===== src/rtl/lsu_mem_port.sv =====
// ============================================================================
// Module   : lsu_mem_port
// Purpose  : Load/store unit, initiator side of the data-memory port. Takes
//            one request at a time from the memory stage and sign- or
//            zero-extends sub-word loads. Sub-word stores are done as a
//            read-modify-write, because the memory only writes whole 4-byte
//            groups. Each request gets a single-cycle response pulse.
// Ports    : clk, rst            - clock, synchronous active-high reset
//            req_*               - request from pipeline (valid/ready handshake)
//            rsp_*               - one-cycle response pulse (data, error)
//            mem_*               - byte-addressable memory port
// Revision : 1.0 - initial release
// ============================================================================
`default_nettype none
`timescale 1ns/1ps

module lsu_mem_port #(
  parameter int AWIDTH = 32,
  parameter int DWIDTH = 32
) (
  input  logic              clk,
  input  logic              rst,
  input  logic              req_valid_i,
  output logic              req_ready_o,
  input  logic              req_we_i,
  input  logic [2:0]        req_size_i,
  input  logic [AWIDTH-1:0] req_addr_i,
  input  logic [DWIDTH-1:0] req_wdata_i,
  output logic              rsp_valid_o,
  output logic [DWIDTH-1:0] rsp_rdata_o,
  output logic              rsp_err_o,
  output logic [AWIDTH-1:0] mem_addr_o,
  output logic [DWIDTH-1:0] mem_data_o,
  output logic              mem_read_en_o,
  output logic              mem_write_en_o,
  input  logic [DWIDTH-1:0] mem_data_i,
  input  logic              mem_data_vld_i
);

  localparam logic [2:0] c_SZ_B  = 3'b000;
  localparam logic [2:0] c_SZ_H  = 3'b001;
  localparam logic [2:0] c_SZ_W  = 3'b010;
  localparam logic [2:0] c_SZ_BU = 3'b100;
  localparam logic [2:0] c_SZ_HU = 3'b101;

  typedef enum logic [2:0] {
    ST_IDLE   = 3'd0,
    ST_LOAD   = 3'd1,
    ST_STORE  = 3'd2,
    ST_RMW_RD = 3'd3,
    ST_RMW_WR = 3'd4,
    ST_ERR    = 3'd5
  } state_t;

  state_t              r_state;
  state_t              w_next;
  logic [2:0]          r_size;
  logic [AWIDTH-1:0]   r_addr;
  logic [DWIDTH-1:0]   r_wdata;
  logic [DWIDTH-1:0]   r_merged;

  logic                w_accept;
  logic                w_legal;
  logic [DWIDTH-1:0]   w_load_ext;
  logic [DWIDTH-1:0]   w_merge;
  logic                w_rsp_valid;
  logic [DWIDTH-1:0]   w_rsp_rdata;
  logic                w_rsp_err;
  logic                w_mem_rd;
  logic                w_mem_wr;
  logic [AWIDTH-1:0]   w_mem_addr;
  logic [DWIDTH-1:0]   w_mem_data;

  assign req_ready_o = (r_state == ST_IDLE) && !rst;
  assign w_accept    = req_valid_i && req_ready_o;

  // Stores only support B/H/W; loads additionally allow the unsigned forms.
  always_comb begin
    w_legal = 1'b0;
    case (req_size_i)
      c_SZ_B, c_SZ_H, c_SZ_W: w_legal = 1'b1;
      c_SZ_BU, c_SZ_HU:       w_legal = !req_we_i;
      default:                w_legal = 1'b0;
    endcase
  end

  // Load extension, driven by the size captured at accept.
  always_comb begin
    w_load_ext = mem_data_i;
    case (r_size)
      c_SZ_B:  w_load_ext = {{(DWIDTH-8){mem_data_i[7]}},   mem_data_i[7:0]};
      c_SZ_BU: w_load_ext = {{(DWIDTH-8){1'b0}},            mem_data_i[7:0]};
      c_SZ_H:  w_load_ext = {{(DWIDTH-16){mem_data_i[15]}}, mem_data_i[15:0]};
      c_SZ_HU: w_load_ext = {{(DWIDTH-16){1'b0}},           mem_data_i[15:0]};
      default: w_load_ext = mem_data_i;
    endcase
  end

  // Only SB/SH reach RMW, so bit 0 of the size separates half from byte.
  assign w_merge = r_size[0] ? {mem_data_i[DWIDTH-1:16], r_wdata[15:0]}
                             : {mem_data_i[DWIDTH-1:8],  r_wdata[7:0]};

  always_comb begin
    w_next      = r_state;
    w_rsp_valid = 1'b0;
    w_rsp_rdata = '0;
    w_rsp_err   = 1'b0;
    w_mem_rd    = 1'b0;
    w_mem_wr    = 1'b0;
    w_mem_addr  = '0;
    w_mem_data  = '0;
    case (r_state)
      ST_IDLE: begin
        if (w_accept) begin
          if (!w_legal)                   w_next = ST_ERR;
          else if (!req_we_i)             w_next = ST_LOAD;
          else if (req_size_i == c_SZ_W)  w_next = ST_STORE;
          else                            w_next = ST_RMW_RD;
        end
      end
      ST_LOAD: begin
        w_mem_rd    = 1'b1;
        w_mem_addr  = r_addr;
        w_rsp_valid = 1'b1;
        w_rsp_rdata = mem_data_vld_i ? w_load_ext : '0;
        w_rsp_err   = !mem_data_vld_i;
        w_next      = ST_IDLE;
      end
      ST_STORE: begin
        w_mem_wr    = 1'b1;
        w_mem_addr  = r_addr;
        w_mem_data  = r_wdata;
        w_rsp_valid = 1'b1;
        w_next      = ST_IDLE;
      end
      ST_RMW_RD: begin
        w_mem_rd   = 1'b1;
        w_mem_addr = r_addr;
        if (mem_data_vld_i) begin
          w_next = ST_RMW_WR;
        end else begin
          // Read failed: answer with an error and never issue the write.
          w_rsp_valid = 1'b1;
          w_rsp_err   = 1'b1;
          w_next      = ST_IDLE;
        end
      end
      ST_RMW_WR: begin
        w_mem_wr    = 1'b1;
        w_mem_addr  = r_addr;
        w_mem_data  = r_merged;
        w_rsp_valid = 1'b1;
        w_next      = ST_IDLE;
      end
      ST_ERR: begin
        w_rsp_valid = 1'b1;
        w_rsp_err   = 1'b1;
        w_next      = ST_IDLE;
      end
      default: w_next = ST_IDLE;
    endcase
  end

  // Memory strobes are blanked during reset, so an aborted RMW can never
  // write, even when reset lands in the write cycle itself.
  assign mem_read_en_o  = w_mem_rd && !rst;
  assign mem_write_en_o = w_mem_wr && !rst;
  assign mem_addr_o     = rst ? '0 : w_mem_addr;
  assign mem_data_o     = rst ? '0 : w_mem_data;

  always_ff @(posedge clk) begin
    if (rst) begin
      r_state     <= ST_IDLE;
      r_size      <= '0;
      r_addr      <= '0;
      r_wdata     <= '0;
      r_merged    <= '0;
      rsp_valid_o <= 1'b0;
      rsp_rdata_o <= '0;
      rsp_err_o   <= 1'b0;
    end else begin
      r_state     <= w_next;
      rsp_valid_o <= w_rsp_valid;
      rsp_rdata_o <= w_rsp_rdata;
      rsp_err_o   <= w_rsp_err;
      if (w_accept) begin
        r_size  <= req_size_i;
        r_addr  <= req_addr_i;
        r_wdata <= req_wdata_i;
      end
      if (r_state == ST_RMW_RD && mem_data_vld_i) begin
        r_merged <= w_merge;
      end
    end
  end

endmodule

`default_nettype wire


===== config.mk =====
export PLATFORM = sky130hd
export DESIGN_NAME = lsu_mem_port
export DESIGN_NICKNAME = d
export VERILOG_FILES = /design/src/rtl/lsu_mem_port.sv
export SDC_FILE = /design/constraint.sdc
export NUM_CORES = 1
export LEC_CHECK = 0
export CELL_PAD_IN_SITES_DETAIL_PLACEMENT = 1
export CELL_PAD_IN_SITES_GLOBAL_PLACEMENT = 2
export CORE_MARGIN = 2
export CORE_UTILIZATION = 28
export CTS_BUF_LIST = sky130_fd_sc_hd__clkbuf_16
export DETAILED_ROUTE_END_ITERATION = 8
export GPL_TIMING_DRIVEN = 0
export PLACE_DENSITY_LB_ADDON = 0.2
export SYNTH_ARGS = -nofsm -noshare
export SYNTH_HDL_FRONTEND = slang
export SYNTH_SLANG_ARGS = --single-unit

===== constraint.sdc =====
create_clock -name clk -period 5.2 [get_ports clk]
set_clock_uncertainty 0.1 [all_clocks]
set_input_delay 1.3 -clock clk [delete_from_list [all_inputs] [get_ports clk]]
set_output_delay 1.3 -clock clk [all_outputs]
set_load 0.005 [all_outputs]

==> results of run 1 <==
[flip-flops by register name, summed over array words and instances (netlist names)]
signal	flops
r_addr	32
rsp_valid_o	1
r_state	3
rsp_err_o	1
r_merged	32
r_size	3
r_wdata	32
rsp_rdata_o	32
[cell type report]
cell class	instances	area share [%]
buffer	47	2.85
clock buffer	17	4.94
clock inverter	14	2.11
multi-input combinational	384	30.9
sequential	136	31.6
tap	265	3.85
timing repair buffer	204	23.7
[placed cells by master (no fill, tap or decap), drive strengths merged, types with 2 or more instances in the layout]
cell type | Yosys | routed
bufinv | 0 | 4
buf | 35 | 35
nor2b | 99 | 99
a211oi | 9 | 9
nor3 | 4 | 4
nand2b | 3 | 3
clkdlybuf4s50 | 0 | 204
inv | 0 | 3
a21oi | 51 | 51
o21ai | 9 | 9
dfxtp | 136 | 136
and2 | 10 | 10
or3 | 2 | 2
mux2i | 9 | 9
a22o | 32 | 32
nand2 | 65 | 65
clkinvlp | 0 | 3
clkbuf | 12 | 29
mux2 | 67 | 67
nor2 | 13 | 13
clkinv | 0 | 4
[final timing paths]
path / endpoint / startpoint / slack (ps) / depth (start not counted)
max reg2reg: rsp_rdata_o[19]$_SDFF_PP0_ / r_size[1]$_SDFFE_PP0P_ / 3270 / 5
min reg2reg: r_merged[19]$_SDFFE_PP0N_ / r_merged[19]$_SDFFE_PP0N_ / 360 / 2
min: r_merged[19]$_SDFFE_PP0N_ / r_merged[19]$_SDFFE_PP0N_ / 360 / 2
max: mem_data_o[18] / rst / 180 / 5
[layer usage]
layer	GRT usage, %	part of all wire [%]	up-vias	routed length (µm)
met5	0	0	-	0
met4	5.88	1.4	0	258
met3	4.95	6.4	15	1180
met2	28.5	47	139	8560
met1	22.2	46	2298	8380
li1	-	-	2380	-
[cell families after synthesis]
logic type,Yosys count,synth area share (%)
mux,76,15.0
simple gates,202,20.0
xor+xnor,2,0.311
buf+inv,47,4.36
compound gates,104,12.0
flops,136,48.4
[worst min-delay path, delay by kind of cell, from the launching register on]
family / cells / cell delay [ps]
DFF: 1 / 310
and+or+nand+nor: 1 / 50
AOI/OAI and AO/OA: 1 / 50
[stage by stage]
step / power (mW) / worst slack (ps)
floorplan: 1.29 / 1770
global placement: 1.44 / 188
detailed placement: 1.45 / 133
CTS: 2.72 / 122
global route: 2.80 / 27.2
finish: 2.68 / 183
[power groups by stage]
| stage | sequential [mW] | clock, mW | combinational, mW |
|---|---|---|---|
| finish | 1.11 | 1.26 | 0.315 |
| global route | 1.12 | 1.33 | 0.345 |
| floorplan | 1.13 | 0 | 0.160 |
| detailed placement | 1.14 | 0 | 0.319 |
| global placement | 1.13 | 0 | 0.310 |
| CTS | 1.11 | 1.28 | 0.321 |
==> impl_metrics.toml, run 1 <==
[placement]
dp_cells = 1036
post_dp_cell_area_um2 = 8000
hpwl_mm = 14.1
io_buffers = 204
gp_congestion = 0.744

[sta]
fmax_mhz = 199
relSlewSlack_pct = 42.8
worst_pin_slew_ps = 851
maxSlewViolCount = 0
hold_viol = 0
min_period_over_period_pct = 96.5
timing.hold.ws_ps = 361
fin_crit_ps = 5020
setup_viol = 0
rsz0062_at_grt = "false"
finalSetupTns_ps = 0

[synthesis]
synthFlopType = "dfxtp_1"
synth_seq_cells = 136
syn_area_um2 = 5630
synth_area_leaders = "dfxtp_1 48%, mux2_2 12%, nor2b_1 11%, a22o_1 5.0%, a21oi_1 4.5%"
syn_inst = 567
synth_most_common_cell = "dfxtp_1"
synth.largest_area_cell = "dfxtp_1"
syn_nets = 671
syn_avg_cell_area_um2 = 9.93
synth_top_area_share_pct = 48.4
async_flop_share_pct = 0
ys_seq_area_share_pct = 48.4
synth_common_cells = "136 x dfxtp_1, 99 x nor2b_1, 64 x nand2_1"
ys_warn_count = 0
synth_cell_types = 36
synth_edf_count = 0

[power_and_ir_drop]
swShare_pct = 22.8
ir_drop_v = 0.000215
powerDensity_nw_per_um2 = 312
power_frac_clock_pct = 46.8
p_seq_share_pct = 41.5
comb_power_share_pct = 11.7
p_switching_mw = 0.612
p_int_mw = 2.07
p_leak_nw = 3.21

[final_layout]
seq_area_um2 = 2720
fillers = 2240
area_growth_pct = 52.9
final_nets = 894
multi_input_area_um2 = 2660
drive_gt1_share_pct = 16.1
n_antenna_cell = 0
post-route-util_pct = 44.0
finalInstanceArea_um2 = 8610
fin_cells = 1067

[routing]
detail-route-antenna-nets = 0
wl_per_cell_um = 17.2
viasPerCell = 4.53
drt_iter0_drc = 142
drcViolationCount = 0
vias = 4832
totalWireLength_mm = 18.4
drtPass1Iterations = 4

[worst_setup_path]
critPathLaunchType = "input pin"
worstPathArrival_ps = 3620
worstPathCellList = "clkdlybuf4s50_1 -> nor4b_2 -> buf_2 -> a22o_1 -> clkdlybuf4s50_1"
critPathRequiredTime_ps = 3800
crit_family = "buffers and inverters"
critPathCaptureType = "primary output"
max_stage_delay_ps = 610
crit_type = "in -> out"
cp.buffers_inverters = 3
cpMostUsedCell = "clkdlybuf4s50_1"
path_max_fanout = 10
cpMaxStageDelayCell = "clkdlybuf4s50_1"

[cts]
cts_tree = "done"
cts_buffer_depth = 2
clock_latency_ps = 420
cts-root-buf = "clkbuf_16"
cts_resized = 0
htreeDepth = 4
cts.clk_slew.worst_paths_ps = 60
cts_buffers = 17
cts_setup_buffers = 0
hold_buffers = 0
clock-sinks = 136

[grt]
gr-usage-all-layers_pct = 17.5
antenna_found_initial = 0
grt_pass1_wl_mm = 29.2
grt-ovfl-total = 0
grt_max_degree = 17
grt_pass1_vias = 5257

[status]
status = "complete, no violations"

[floorplanning]
initial_utilization_pct = 28.7
dieHeight_um = 146
rows = 51
io_pins = 205
core_um2 = 19600
die-area_um2 = 21300
die_x_um = 146

[run]
cap_viol_max_count = 0

[hold_path]
holdCritPathClass = "reg -> reg"
Note: power is estimated with default switching activity, not from simulation.
==> run 2: changes to the inputs <==
CORE_UTILIZATION = 27   (was 28)
CTS_BUF_LIST = sky130_fd_sc_hd__clkbuf_2   (was sky130_fd_sc_hd__clkbuf_16)
clock period = 5.48 ns   (was 5.2 ns; I/O delays follow)
==> impl_metrics.toml, run 2 (synthesis gave the netlist of run 1 again) <==
[hold_path]
holdPathStages = 2
holdCritPathClass = "reg -> reg"

[sta]
relSlewSlack_pct = 45.7
fin_crit_ps = 5160
worst_pin_slew_ps = 808
hold_viol = 0
fmax_mhz = 194
finalSetupTns_ps = 0
min_period_over_period_pct = 94.1
setup_viol = 0
maxSlewViolCount = 0
fin_ws_ps = 322
rsz0062_at_grt = "false"

[cts]
htreeDepth = 4
cts_buffers = 17
cts.clk_slew.worst_paths_ps = 190
cts_resized = 0
clock-sinks = 136
cts-root-buf = "clkbuf_2"
cts_setup_buffers = 0
cts_buffer_depth = 2
clock_latency_ps = 690
cts_tree = "done"
hold_buffers = 0

[floorplanning]
die_x_um = 148
initial_utilization_pct = 27.6
io_pins = 205
core_um2 = 20400
rows = 52
dieHeight_um = 148
die-area_um2 = 22000

[grt]
grt_max_degree = 17
antenna_found_initial = 1
gr-usage-all-layers_pct = 16.8
grt-ovfl-total = 0
grt_pass1_wl_mm = 28.6
grt_pass1_vias = 5249

[final_layout]
fin_cells = 1074
fillers = 2344
final_nets = 894
final_cell_mix = "204 x clkdlybuf4s50_1, 136 x dfxtp_1, 99 x nor2b_1"
final_common_cell = "clkdlybuf4s50_1"
multi_input_area_um2 = 2660
drive_gt1_share_pct = 16.6
area_growth_pct = 47.2
seq_area_um2 = 2720

[power_and_ir_drop]
powerDensity_nw_per_um2 = 246
ir_drop_v = 0.000116
p_leak_nw = 3.09

[worst_setup_path]
critPathLaunchType = "input pin"
reg2reg_depth = 5
critPathCaptureType = "primary output"
worstPathArrival_ps = 3690
crit_type = "in -> out"
critPathRequiredTime_ps = 4010
path_max_fanout = 10

[routing]
drt_iter0_drc = 106
drcViolationCount = 0
totalWireLength_mm = 18.2
viasPerCell = 4.44
vias = 4772
drtPass1Iterations = 4
detail-route-antenna-nets = 0
wl_per_cell_um = 16.9

[placement]
dp_cells = 1041
pre_cts_slack_ps = 264
gp_congestion = 0.743
hpwl_mm = 14.0
io_buffers = 204

[run]
cap_viol_max_count = 0

[status]
status = "complete, no violations"
==> run 2: worst max-delay path: stages <==
cell             delay, ps
clkdlybuf4s50_1        730
buf_2                  380
buf_2                  330
buf_2                  290
nor3_1                  80
clkdlybuf4s50_1        490
==> run 2: cell type report <==
type                       count  share of cell area, %
sequential                   136                   32.8
tap                          270                   4.07
antenna                        1                 0.0302
multi-input combinational    384                   32.1
clock buffer                  21                   1.27
clock inverter                11                   2.08
buffer                        47                   2.96
timing repair buffer         204                   24.6
==> run 2: worst paths after layout <==
path	startpoint	end	slack [ps]
setup reg to reg	r_size[1]$_SDFFE_PP0P_	rsp_rdata_o[27]$_SDFF_PP0_	3560
hold reg to reg	r_merged[3]$_SDFFE_PP0N_	r_merged[3]$_SDFFE_PP0N_	370
setup / recovery	rst	mem_write_en_o	320
hold / removal	r_merged[3]$_SDFFE_PP0N_	r_merged[3]$_SDFFE_PP0N_	370
==> run 2: where the power goes <==
part           switching [mW]  internal (mW)  total, mW
sequential             0.0175           1.04       1.06
combinational           0.125          0.173      0.298
clock                   0.376          0.310      0.685
==> run 2: metal layers <==
| layer | global-route usage [%] | part of all wire (%) |
|---|---|---|
| met5 | 0 | 0 |
| met4 | 4.90 | 1.3 |
| met3 | 5.77 | 6.7 |
| met2 | 27.5 | 46 |
| met1 | 21.1 | 46 |
==> run 2: per-stage QoR <==
step                      total power, mW  instance area [µm²]  util, %  hold WS, ps
after detailed placement             1.38                 8010     39.3          350
after floorplan                      1.22                 5630        -          336
after global routing                 2.16                 8290     40.7          394
after global placement               1.37                 8010     39.3          344
after CTS                            2.08                 8290     40.7          374
final                                2.04                 8290     40.7          373
